$ cat src/rtl/axi_lsu_route_ctrl.sv
// Address-decoded AXI4 router control for the LSU master: local memory (target 0)
// and peripheral bridge (target 1). Steers valid/ready and payload mux selects per channel.
//
// Write FSM states:
//   state   | meaning
//   WR_IDLE | AW routed to decoded slave, waiting for AW handshake
//   WR_DATA | W routed to w_sel slave until the wlast beat is accepted
//   WR_RESP | B routed to b_sel slave until the response is accepted
module axi_lsu_route_ctrl #(
  parameter int          MAX_RD_OUTST = 4,
  parameter logic [31:0] BRIDGE_LO    = 32'h2000_0000,
  parameter logic [31:0] BRIDGE_HI    = 32'h7FFF_FFFF
) (
  input  logic        clk,
  input  logic        rst_l,
  // AR
  input  logic        m_arvalid,
  input  logic [31:0] m_araddr,
  output logic        m_arready,
  output logic        mem_arvalid,
  output logic        br_arvalid,
  input  logic        mem_arready,
  input  logic        br_arready,
  output logic        ar_sel,
  // R
  input  logic        mem_rvalid,
  input  logic        br_rvalid,
  input  logic        mem_rlast,
  input  logic        br_rlast,
  output logic        m_rvalid,
  input  logic        m_rready,
  output logic        mem_rready,
  output logic        br_rready,
  output logic        r_sel,
  // AW
  input  logic        m_awvalid,
  input  logic [31:0] m_awaddr,
  output logic        m_awready,
  output logic        mem_awvalid,
  output logic        br_awvalid,
  input  logic        mem_awready,
  input  logic        br_awready,
  output logic        aw_sel,
  // W
  input  logic        m_wvalid,
  input  logic        m_wlast,
  output logic        m_wready,
  output logic        mem_wvalid,
  output logic        br_wvalid,
  input  logic        mem_wready,
  input  logic        br_wready,
  output logic        w_sel,
  // B
  input  logic        mem_bvalid,
  input  logic        br_bvalid,
  output logic        m_bvalid,
  input  logic        m_bready,
  output logic        mem_bready,
  output logic        br_bready,
  output logic        b_sel,
  // status
  output logic [3:0]  rd_outst,
  output logic        wr_busy
);

  typedef enum logic [1:0] {
    WR_IDLE = 2'd0,
    WR_DATA = 2'd1,
    WR_RESP = 2'd2
  } wr_state_t;

  wr_state_t wr_state, wr_state_nxt;

  logic ar_dec, aw_dec;
  logic ar_ok, ar_hs;
  logic rd_active, r_last, r_done;
  logic aw_hs;
  logic rd_tgt;

  assign ar_dec = (m_araddr >= BRIDGE_LO) && (m_araddr <= BRIDGE_HI);
  assign aw_dec = (m_awaddr >= BRIDGE_LO) && (m_awaddr <= BRIDGE_HI);
  assign ar_sel = ar_dec;
  assign aw_sel = aw_dec;

  // Reads to a new target wait until every read to the old one has retired.
  assign ar_ok = (rd_outst == 4'd0) ||
                 ((ar_dec == rd_tgt) && (rd_outst < 4'(MAX_RD_OUTST)));

  assign mem_arvalid = ar_ok & m_arvalid & ~ar_dec;
  assign br_arvalid  = ar_ok & m_arvalid & ar_dec;
  assign m_arready   = ar_ok & (ar_dec ? br_arready : mem_arready);
  assign ar_hs       = m_arvalid & m_arready;

  assign r_sel      = rd_tgt;
  assign rd_active  = (rd_outst != 4'd0);
  assign m_rvalid   = rd_active & (rd_tgt ? br_rvalid : mem_rvalid);
  assign mem_rready = rd_active & ~rd_tgt & m_rready;
  assign br_rready  = rd_active & rd_tgt & m_rready;
  assign r_last     = rd_tgt ? br_rlast : mem_rlast;
  assign r_done     = m_rvalid & m_rready & r_last;

  always_ff @(posedge clk or negedge rst_l) begin
    if (!rst_l) begin
      rd_outst <= 4'd0;
      rd_tgt   <= 1'b0;
    end else begin
      if (ar_hs) rd_tgt <= ar_dec;
      case ({ar_hs, r_done})
        2'b10:   rd_outst <= rd_outst + 4'd1;
        2'b01:   rd_outst <= rd_outst - 4'd1;
        default: rd_outst <= rd_outst;
      endcase
    end
  end

  always_ff @(posedge clk or negedge rst_l) begin
    if (!rst_l) wr_state <= WR_IDLE;
    else        wr_state <= wr_state_nxt;
  end

  always_comb begin
    wr_state_nxt = wr_state;
    m_awready    = 1'b0;
    mem_awvalid  = 1'b0;
    br_awvalid   = 1'b0;
    m_wready     = 1'b0;
    mem_wvalid   = 1'b0;
    br_wvalid    = 1'b0;
    m_bvalid     = 1'b0;
    mem_bready   = 1'b0;
    br_bready    = 1'b0;
    aw_hs        = 1'b0;
    case (wr_state)
      WR_IDLE: begin
        mem_awvalid = m_awvalid & ~aw_dec;
        br_awvalid  = m_awvalid & aw_dec;
        m_awready   = aw_dec ? br_awready : mem_awready;
        aw_hs       = m_awvalid & m_awready;
        if (aw_hs) wr_state_nxt = WR_DATA;
      end
      WR_DATA: begin
        mem_wvalid = m_wvalid & ~w_sel;
        br_wvalid  = m_wvalid & w_sel;
        m_wready   = w_sel ? br_wready : mem_wready;
        if (m_wvalid && m_wready && m_wlast) wr_state_nxt = WR_RESP;
      end
      WR_RESP: begin
        m_bvalid   = b_sel ? br_bvalid : mem_bvalid;
        mem_bready = m_bready & ~b_sel;
        br_bready  = m_bready & b_sel;
        if (m_bvalid && m_bready) wr_state_nxt = WR_IDLE;
      end
      default: wr_state_nxt = WR_IDLE;
    endcase
  end

  always_ff @(posedge clk or negedge rst_l) begin
    if (!rst_l) begin
      w_sel <= 1'b0;
      b_sel <= 1'b0;
    end else if (aw_hs) begin
      w_sel <= aw_dec;
      b_sel <= aw_dec;
    end
  end

  assign wr_busy = (wr_state != WR_IDLE);

endmodule
$ cat config.mk
export PLATFORM = sky130hd
export DESIGN_NAME = axi_lsu_route_ctrl
export DESIGN_NICKNAME = d
export VERILOG_FILES = /design/src/rtl/axi_lsu_route_ctrl.sv
export SDC_FILE = /design/constraint.sdc
export NUM_CORES = 1
export LEC_CHECK = 0
export ABC_AREA = 1
export BUFFER_PORTS_ARGS = -buffer_cell sky130_fd_sc_hd__buf_2
export CORE_UTILIZATION = 32
export CTS_CLUSTER_DIAMETER = 40
export DETAILED_ROUTE_END_ITERATION = 7
export GPL_TIMING_DRIVEN = 0
export PLACE_DENSITY = 0.87
export SLEW_MARGIN = 10
export SYNTH_ARGS = -nofsm -noshare
export SYNTH_HDL_FRONTEND = slang
export SYNTH_SLANG_ARGS = --single-unit
$ cat constraint.sdc
create_clock -name clk -period 3.55 [get_ports clk]
set_input_delay 0.1775 -clock clk [delete_from_list [all_inputs] [get_ports clk]]
set_output_delay 0.1775 -clock clk [all_outputs]
set_load 0.01 [all_outputs]
==> results of run 1 <==
[Yosys cell counts]
master	n
nand2_1	25
inv_1	20
nor2_1	11
dfrtp_1	8
inv_2	6
nand3_2	4
nor3_1	4
o21ai_0	4
a21oi_1	3
ha_1	3
o21ai_1	3
nand2_2	2
nand3_1	2
nand3b_1	2
nor2_2	2
xnor2_1	2
a21oi_2	1
buf_4	1
clkinv_1	1
fa_1	1
mux2i_1	1
nand4_1	1
nor4_1	1
o21ai_2	1
o21bai_4	1
or2_1	1
xor2_1	1
[power by group]
group	internal [mW]	switching [mW]
registers	0.134	0.0570
clock network	0.0385	0.0286
logic	0.200	0.274
total	0.373	0.359
[layer usage]
layer	vias up	part of all wire	GRT usage
li1	454	-	-
met1	369	0.45	0.1766
met2	36	0.48	0.2489
met3	2	0.064	0.02727
met4	0	0.0036	0.05556
met5	-	0	0
[per-stage QoR]
step / area (µm²) / total power [mW]
after global routing: 1071 / 0.8178
after CTS: 1071 / 0.7458
after global placement: 1039 / 0.6542
final: 1071 / 0.7323
after floorplan: 753.2 / 0.5093
after detailed placement: 1039 / 0.6706
[flip-flops by register name, summed over array words and instances (netlist names)]
register and cells:
b_sel 1, r_sel 1, rd_outst 4, wr_state 2
[worst min-delay path, cell delays in order]
cell,delay (ns)
buf_2,0.09
nand2_1,0.05
o21ai_0,0.06
[cells in the final DEF (no fill, tap or decap)]
cell type	netlist	routed
xor2_1	1	1
nor3_1	4	4
buf_4	1	1
nand3_2	4	4
ha_1	3	3
a21oi_2	1	1
nand3_1	2	2
xnor2_1	2	2
nor2_2	2	2
clkinv_1	1	1
nand3b_1	2	2
mux2i_1	1	1
o21bai_4	1	1
nor4_1	1	1
nand2_1	25	25
dlygate4sd3_1	0	1
fa_1	1	1
o21ai_0	4	4
dfrtp_1	8	8
o21ai_2	1	1
inv_1	20	20
clkbuf_4	0	3
nand4_1	1	1
nor2_1	11	11
o21ai_1	3	3
buf_2	0	50
a21oi_1	3	3
nand2_2	2	2
inv_2	6	6
or2_1	1	1
[how the worst max path moves through the flow]
stage	start	endpoint	slack, ns	depth (start not counted)
floorplan	rd_outst[3]	rd_outst[3]	1.57	14
global placement	rd_outst[3]	rd_outst[3]	1.45	14
detailed placement	r_sel	rd_outst[2]	1.39	10
CTS	r_sel	rd_outst[2]	1.37	10
global route	r_sel	rd_outst[2]	1.21	10
finish	r_sel	rd_outst[2]	1.43	10
[cell families after synthesis]
group	count (synthesis)	synth area share
AND/OR/NAND/NOR	55	0.3505
buffers and inverters	28	0.1445
XOR/XNOR	3	0.03489
adder cells (fa/ha/maj)	4	0.07642
multiplexers	1	0.01329
flip-flops	8	0.2658
AO/OA/AOI/OAI	13	0.1146
[area by class of cell]
cell class | instances | area (µm²)
Timing Repair Buffer | 51 | 260.3
Sequential cell | 8 | 200.2
Inverter | 27 | 101.3
Tap cell | 28 | 35.03
Buffer | 1 | 7.507
Multi-Input combinational cell | 76 | 444.2
Fill cell | 247 | 1141
Clock buffer | 3 | 22.52
[timing repair]
action / in CTS / in global routing
hold buffers: 1 / 0
gates resized for setup: 0 / 0
endpoints found under the hold margin: 8 / 0
==> key figures, run 1 <==
Run status
  • Status: completed

Drt
  • Total number of vias: 861
  • DRC Markers: 0
  • Initial drt markers: 10
  • Routed wire per std cell: 8.613 µm
  • ANT nets after route: 0
  • Via density: 4.438
  • Total wire length: 1671 µm
  • DRT Pass-1 Iters: 4

Placement
  • Port Buffers: 50
  • Routability congestion estimate: 0.7155
  • Setup WS pre-CTS: 1.392 ns
  • Placed cells: 190
  • HPWL Detailed: 1450 µm

STA
  • Final setup vio count: 0
  • Fin. max-slew vios: 0
  • Final hold viol count: 0
  • Slew margin rel.: 0.8054
  • Tcrit/Tclk final: 0.5964
  • Post-route setup slack: 1.433 ns
  • RSZ-0062 raised after global routing: no
  • Worst hold margin: between 0.15 and 0.2 ns
  • Clock Skews: 0.001751 ns
  • Setup TNS Final: 0 ns
  • Minimum clock period: 2.117 ns
  • Slew @ Worst Pin: 0.2919 ns
  • Fmax: 472.4 MHz

Yosys
  • Synthesized cell area: 753.2 µm²
  • Cells after Synth: 112
  • Post-Synthesis Net Count: 200
  • Yosys top cell by area: dfrtp_1
  • Flops & latches, synth: 8
  • Top cells by area, synth: dfrtp_1 27%, nand2_1 12%, inv_1 10%
  • Syn_area_per_cell: slightly below 7 µm²
  • Top cell type's share of synthesized area: 0.2658
  • YS warnings: 0
  • Seq/Total Area, Yosys: 0.2658
  • Yosys cell types: 27

Worst hold path
  • WHS Endpoint: b_sel
  • Hold Startpoint: br_awready
  • Hold Crit Depth: 3
  • Hold Crit Class: in2reg

Floorplanning
  • Num rows: 17
  • Core Footprint: 2212 µm²
  • Height of the die: about 50 µm
  • I/O pin count: 109
  • Die area: ~2600 µm²
  • Die width: 50.52 µm
  • Initial core utilization: 0.3405

Finish
  • Final Util: 0.4842
  • Synth-to-Final Area Change: 42.19%
  • Layout cells sized above 1: 0.4277
  • Ant diodes: 0
  • Layout Nets: 256
  • Non-filler cells, final: ~190

Worst setup path
  • CP delay by family, top: adder cells
  • Worst Setup End Kind: flip-flop
  • R2R Path Start: r_sel
  • Critical path arrival: 2.27 ns
  • Max FO, Critical Path: 7
  • Worst path max stage delay: 0.46 ns
  • CP bufs+invs: 2
  • Crit path cell chain: inv_2 -> nand2_1 -> nand2_1 -> nand2_1 -> nor4_1 -> ha_1 -> inv_1 -> fa_1 -> xor2_1 -> o21ai_0
  • Slowest CP cell: dfrtp_1
  • R2r setup slk: 1.43 ns
  • Startpoint Class: flip-flop
  • RR Endpoint: rd_outst[2]
  • Worst Path Required: approximately 3.7 ns
  • Crit Path Category: reg2reg
  • Reg2Reg Depth: 10
  • CP dominant cell by count: nand2_1

Power and ir drop
  • Pwr Density: just under 700 nW/µm²
  • Peak VDD IR: 0.0003048 V
  • Leak: 0.6740 nW

Clock network
  • Post-CTS setup buffer count: 0
  • Longest Clk Path Bufs: 2
  • Num Clock Sinks: 8
  • Clk root buf: clkbuf_4
  • H-tree depth: 1
  • Clock buffer count from CTS: 3
  • CTS tree: done
  • Worst-path clk slew: ~0.050 ns
  • Worst-skew pair later-pin latency: ~0.25 ns

Global route
  • Initial antenna violation count: 0
  • Overall routing resource usage: 0.1447
  • Vias in the first global route: 696
  • First-pass GRT wire length: roughly 2800 µm
  • Largest net degree at the start of global routing: 9
  • Residual overflow from global routing: 0

Flow run
  • Max_cap viols: 0
Note: power is estimated with default switching activity, not from simulation.
==> inputs of run 2 (changes only) <==
Settings changed: CORE_UTILIZATION 32 to 30, PLACE_DENSITY 0.87 to 0.83.
Clock period 3.55 ns to 2.2 ns, I/O delays scaled along.
==> run 2 against run 1 <==
Non-clock buffer count increased by 3. Worst hold slack got worse by 0.083 ns. Clock skew decreased by 0.00072 ns. Combinational power increased by 70%. Fmax increased by 2.3%.
==> key figures, run 2 (synthesized netlist as in run 1, its figures left out) <==
Run status
  • Status: completed

STA
  • Final hold viol count: 0 (unchanged)
  • Clock Skews: 0.001027 ns (-0.0007241 ns)
  • Setup TNS Final: 0 ns (unchanged)
  • Slew margin rel.: 0.8097 (+0.004279)
  • Fmax: 483.1 MHz (+2.3%)
  • Tcrit/Tclk final: 0.9410 (+0.3446)
  • Slew @ Worst Pin: 0.2855 ns (-0.006418 ns)
  • Final setup vio count: 0 (unchanged)
  • Minimum clock period: 2.070 ns (-0.04695 ns)
  • Fin. max-slew vios: 0 (unchanged)

Worst setup path
  • Slowest CP cell: dfrtp_1
  • Critical path arrival: 2.21 ns (-0.06 ns)
  • Startpoint Class: flip-flop
  • Crit path cell chain: nor2_2 -> nand3_2 -> nand2_2 -> nand3_2 -> ha_2 -> buf_4 -> ha_1 -> o21ai_1 -> nand2_1 -> nand2_1 -> nand2_1 -> nand2_1 -> nand2_1
  • Crit Path Category: reg2reg
  • R2R Path Start: rd_outst[3]
  • CP delay by family, top: simple AND/OR/NAND/NOR gates
  • Max FO, Critical Path: 4 (-3)
  • Worst path max stage delay: 0.42 ns (-0.04 ns)
  • Critical path launch point: rd_outst[3]
  • Worst Setup End Kind: flip-flop
  • CP bufs+invs: 1 (-1)
  • Worst Path Required: 2.34 ns (-1.36 ns)
  • CP dominant cell by count: nand2_1

Finish
  • Largest regs: rd_outst: 4 flops, wr_state: 2 flops
  • Layout Nets: 259 (+1.2%)
  • Layout cells sized above 1: 0.4556 (+0.02791)
  • Most frequent cells in the layout: 50 x buf_2, 25 x nand2_1, 20 x inv_1
  • Reg area: 201.4 µm² (+0.62%)
  • Max FFs per register: 4 (unchanged)
  • Ant diodes: 0 (unchanged)
  • Multi-input gate area: 452.9 µm² (+2.0%)
  • Final instance area: 1104 µm² (+3.0%)
  • Number of fillers in the final layout: 241 (-2.4%)
  • Most flops, register: rd_outst
  • Final Util: 0.4804 (-0.003771)
  • Synth-to-Final Area Change: 46.51%
  • Most common cell after layout, fill and taps aside: buf_2

Floorplanning
  • Num rows: 17 (unchanged)
  • Die area: 2715 µm² (+6.4%)
  • Height of the die: 52.11 µm (+3.1%)
  • I/O pin count: 109 (unchanged)
  • Die width: 52.11 µm (+3.1%)
  • Core Footprint: 2297 µm² (+3.8%)
  • Initial core utilization: 0.3279 (-0.01261)

Placement
  • Placed inst area: 1039 µm² (unchanged)
  • Routability congestion estimate: 0.7034 (-1.7%)
  • HPWL Detailed: 1357 µm (-6.4%)
  • Port Buffers: 50 (unchanged)

Drt
  • Initial drt markers: 5 (-5)
  • Total wire length: 1617 µm (-3.2%)
  • DRT Pass-1 Iters: 4 (unchanged)
  • ANT nets after route: 0 (unchanged)
  • Total number of vias: 845 (-1.9%)
  • Routed wire per std cell: 8.208 µm (-4.7%)
  • DRC Markers: 0 (unchanged)
  • Via density: 4.289 (-3.4%)

Global route
  • Residual overflow from global routing: 0 (unchanged)
  • Initial antenna violation count: 0 (unchanged)
  • First-pass GRT wire length: 2539 µm (-8.9%)
  • Overall routing resource usage: 0.1240 (-0.02066)
  • Vias in the first global route: 671 (-3.6%)
  • Largest net degree at the start of global routing: 9 (unchanged)

Power and ir drop
  • Leak: 0.6861 nW (+1.8%)
  • Peak VDD IR: 0.0006845 V (+120%)
  • Pwr Density: 1105 nW/µm² (+62%)
  • Power Total: 1.220 mW (+67%)

Clock network
  • Worst-skew pair later-pin latency: 0.24 ns (about the same)
  • Worst-path clk slew: 0.05 ns (about the same)
  • Clk root buf: clkbuf_4
  • Num Clock Sinks: 8 (unchanged)
  • Longest Clk Path Bufs: 2 (unchanged)
  • Clock buffer count from CTS: 3 (unchanged)
  • CTS tree: done
  • H-tree depth: 1 (unchanged)

Flow run
  • Max_cap viols: 0 (unchanged)

Worst hold path
  • Hold Crit Class: in2reg
  • Hold Startpoint: br_awready
run 2: changes by cell type in the layout (fill, tap and decap cells not counted):
cell	delta
nor4_1	-1
nor4_2	+1
dfrtp_2	+1
dfrtp_1	-1
ha_1	-1
buf_4	+3
ha_2	+1
run 2: per-stage QoR:
stage	hold WS [ns]	setup slack, ns	std cells
2_1_floorplan	-0.1856	0.2248	112
3_3_place_gp	-0.04502	0.09331	190
3_5_place_dp	-0.03944	0.03880	190
4_1_cts	0.08492	0.02628	194
5_1_grt	0.1042	-0.009974	197
6_report	0.08783	0.1299	197
run 2: power by group:
part	leakage (nW)	switching, mW	internal (mW)
combinational	0.573	0.450	0.357
sequential	0.0993	0.0874	0.218
clock	0.0138	0.0448	0.0621
run 2: layer usage:
metal / GRT usage / routed length [µm]
met4: 0.04054 / 0
met3: 0.02632 / 123
met2: 0.2094 / 713
met5: 0 / 0
met1: 0.1545 / 780
run 2: path summary, 6_finish.rpt:
check,endpoint,slack [ns],cells past startpoint
setup / recovery,rd_outst[3],0.13,13
hold / removal,b_sel,0.09,3
setup reg to reg,rd_outst[3],0.13,13
hold reg to reg,rd_outst[0],0.52,1
max in group asynchronous,r_sel,1.79,2
min in group asynchronous,b_sel,0.23,2
run 2: worst min-delay path, stage by stage:
cell and delay [ns]:
buf_2 0.08, nand2_1 0.04, o21ai_0 0.06
run 2: area by class of cell:
type                            instances  area share
Multi-Input combinational cell         76      0.4104
Timing Repair Buffer                   54      0.2562
Sequential cell                         8      0.1825
Inverter                               27     0.09184
Tap cell                               28     0.03175
Clock buffer                            3     0.02041
Buffer                                  1    0.006803
run 2: repair_timing:
item	in CTS	in global routing
buffers inserted	0	3
hold endpoints to repair	8	0
hold buffers	1	0
resized for setup	0	3
endpoints found under the setup margin	0	2
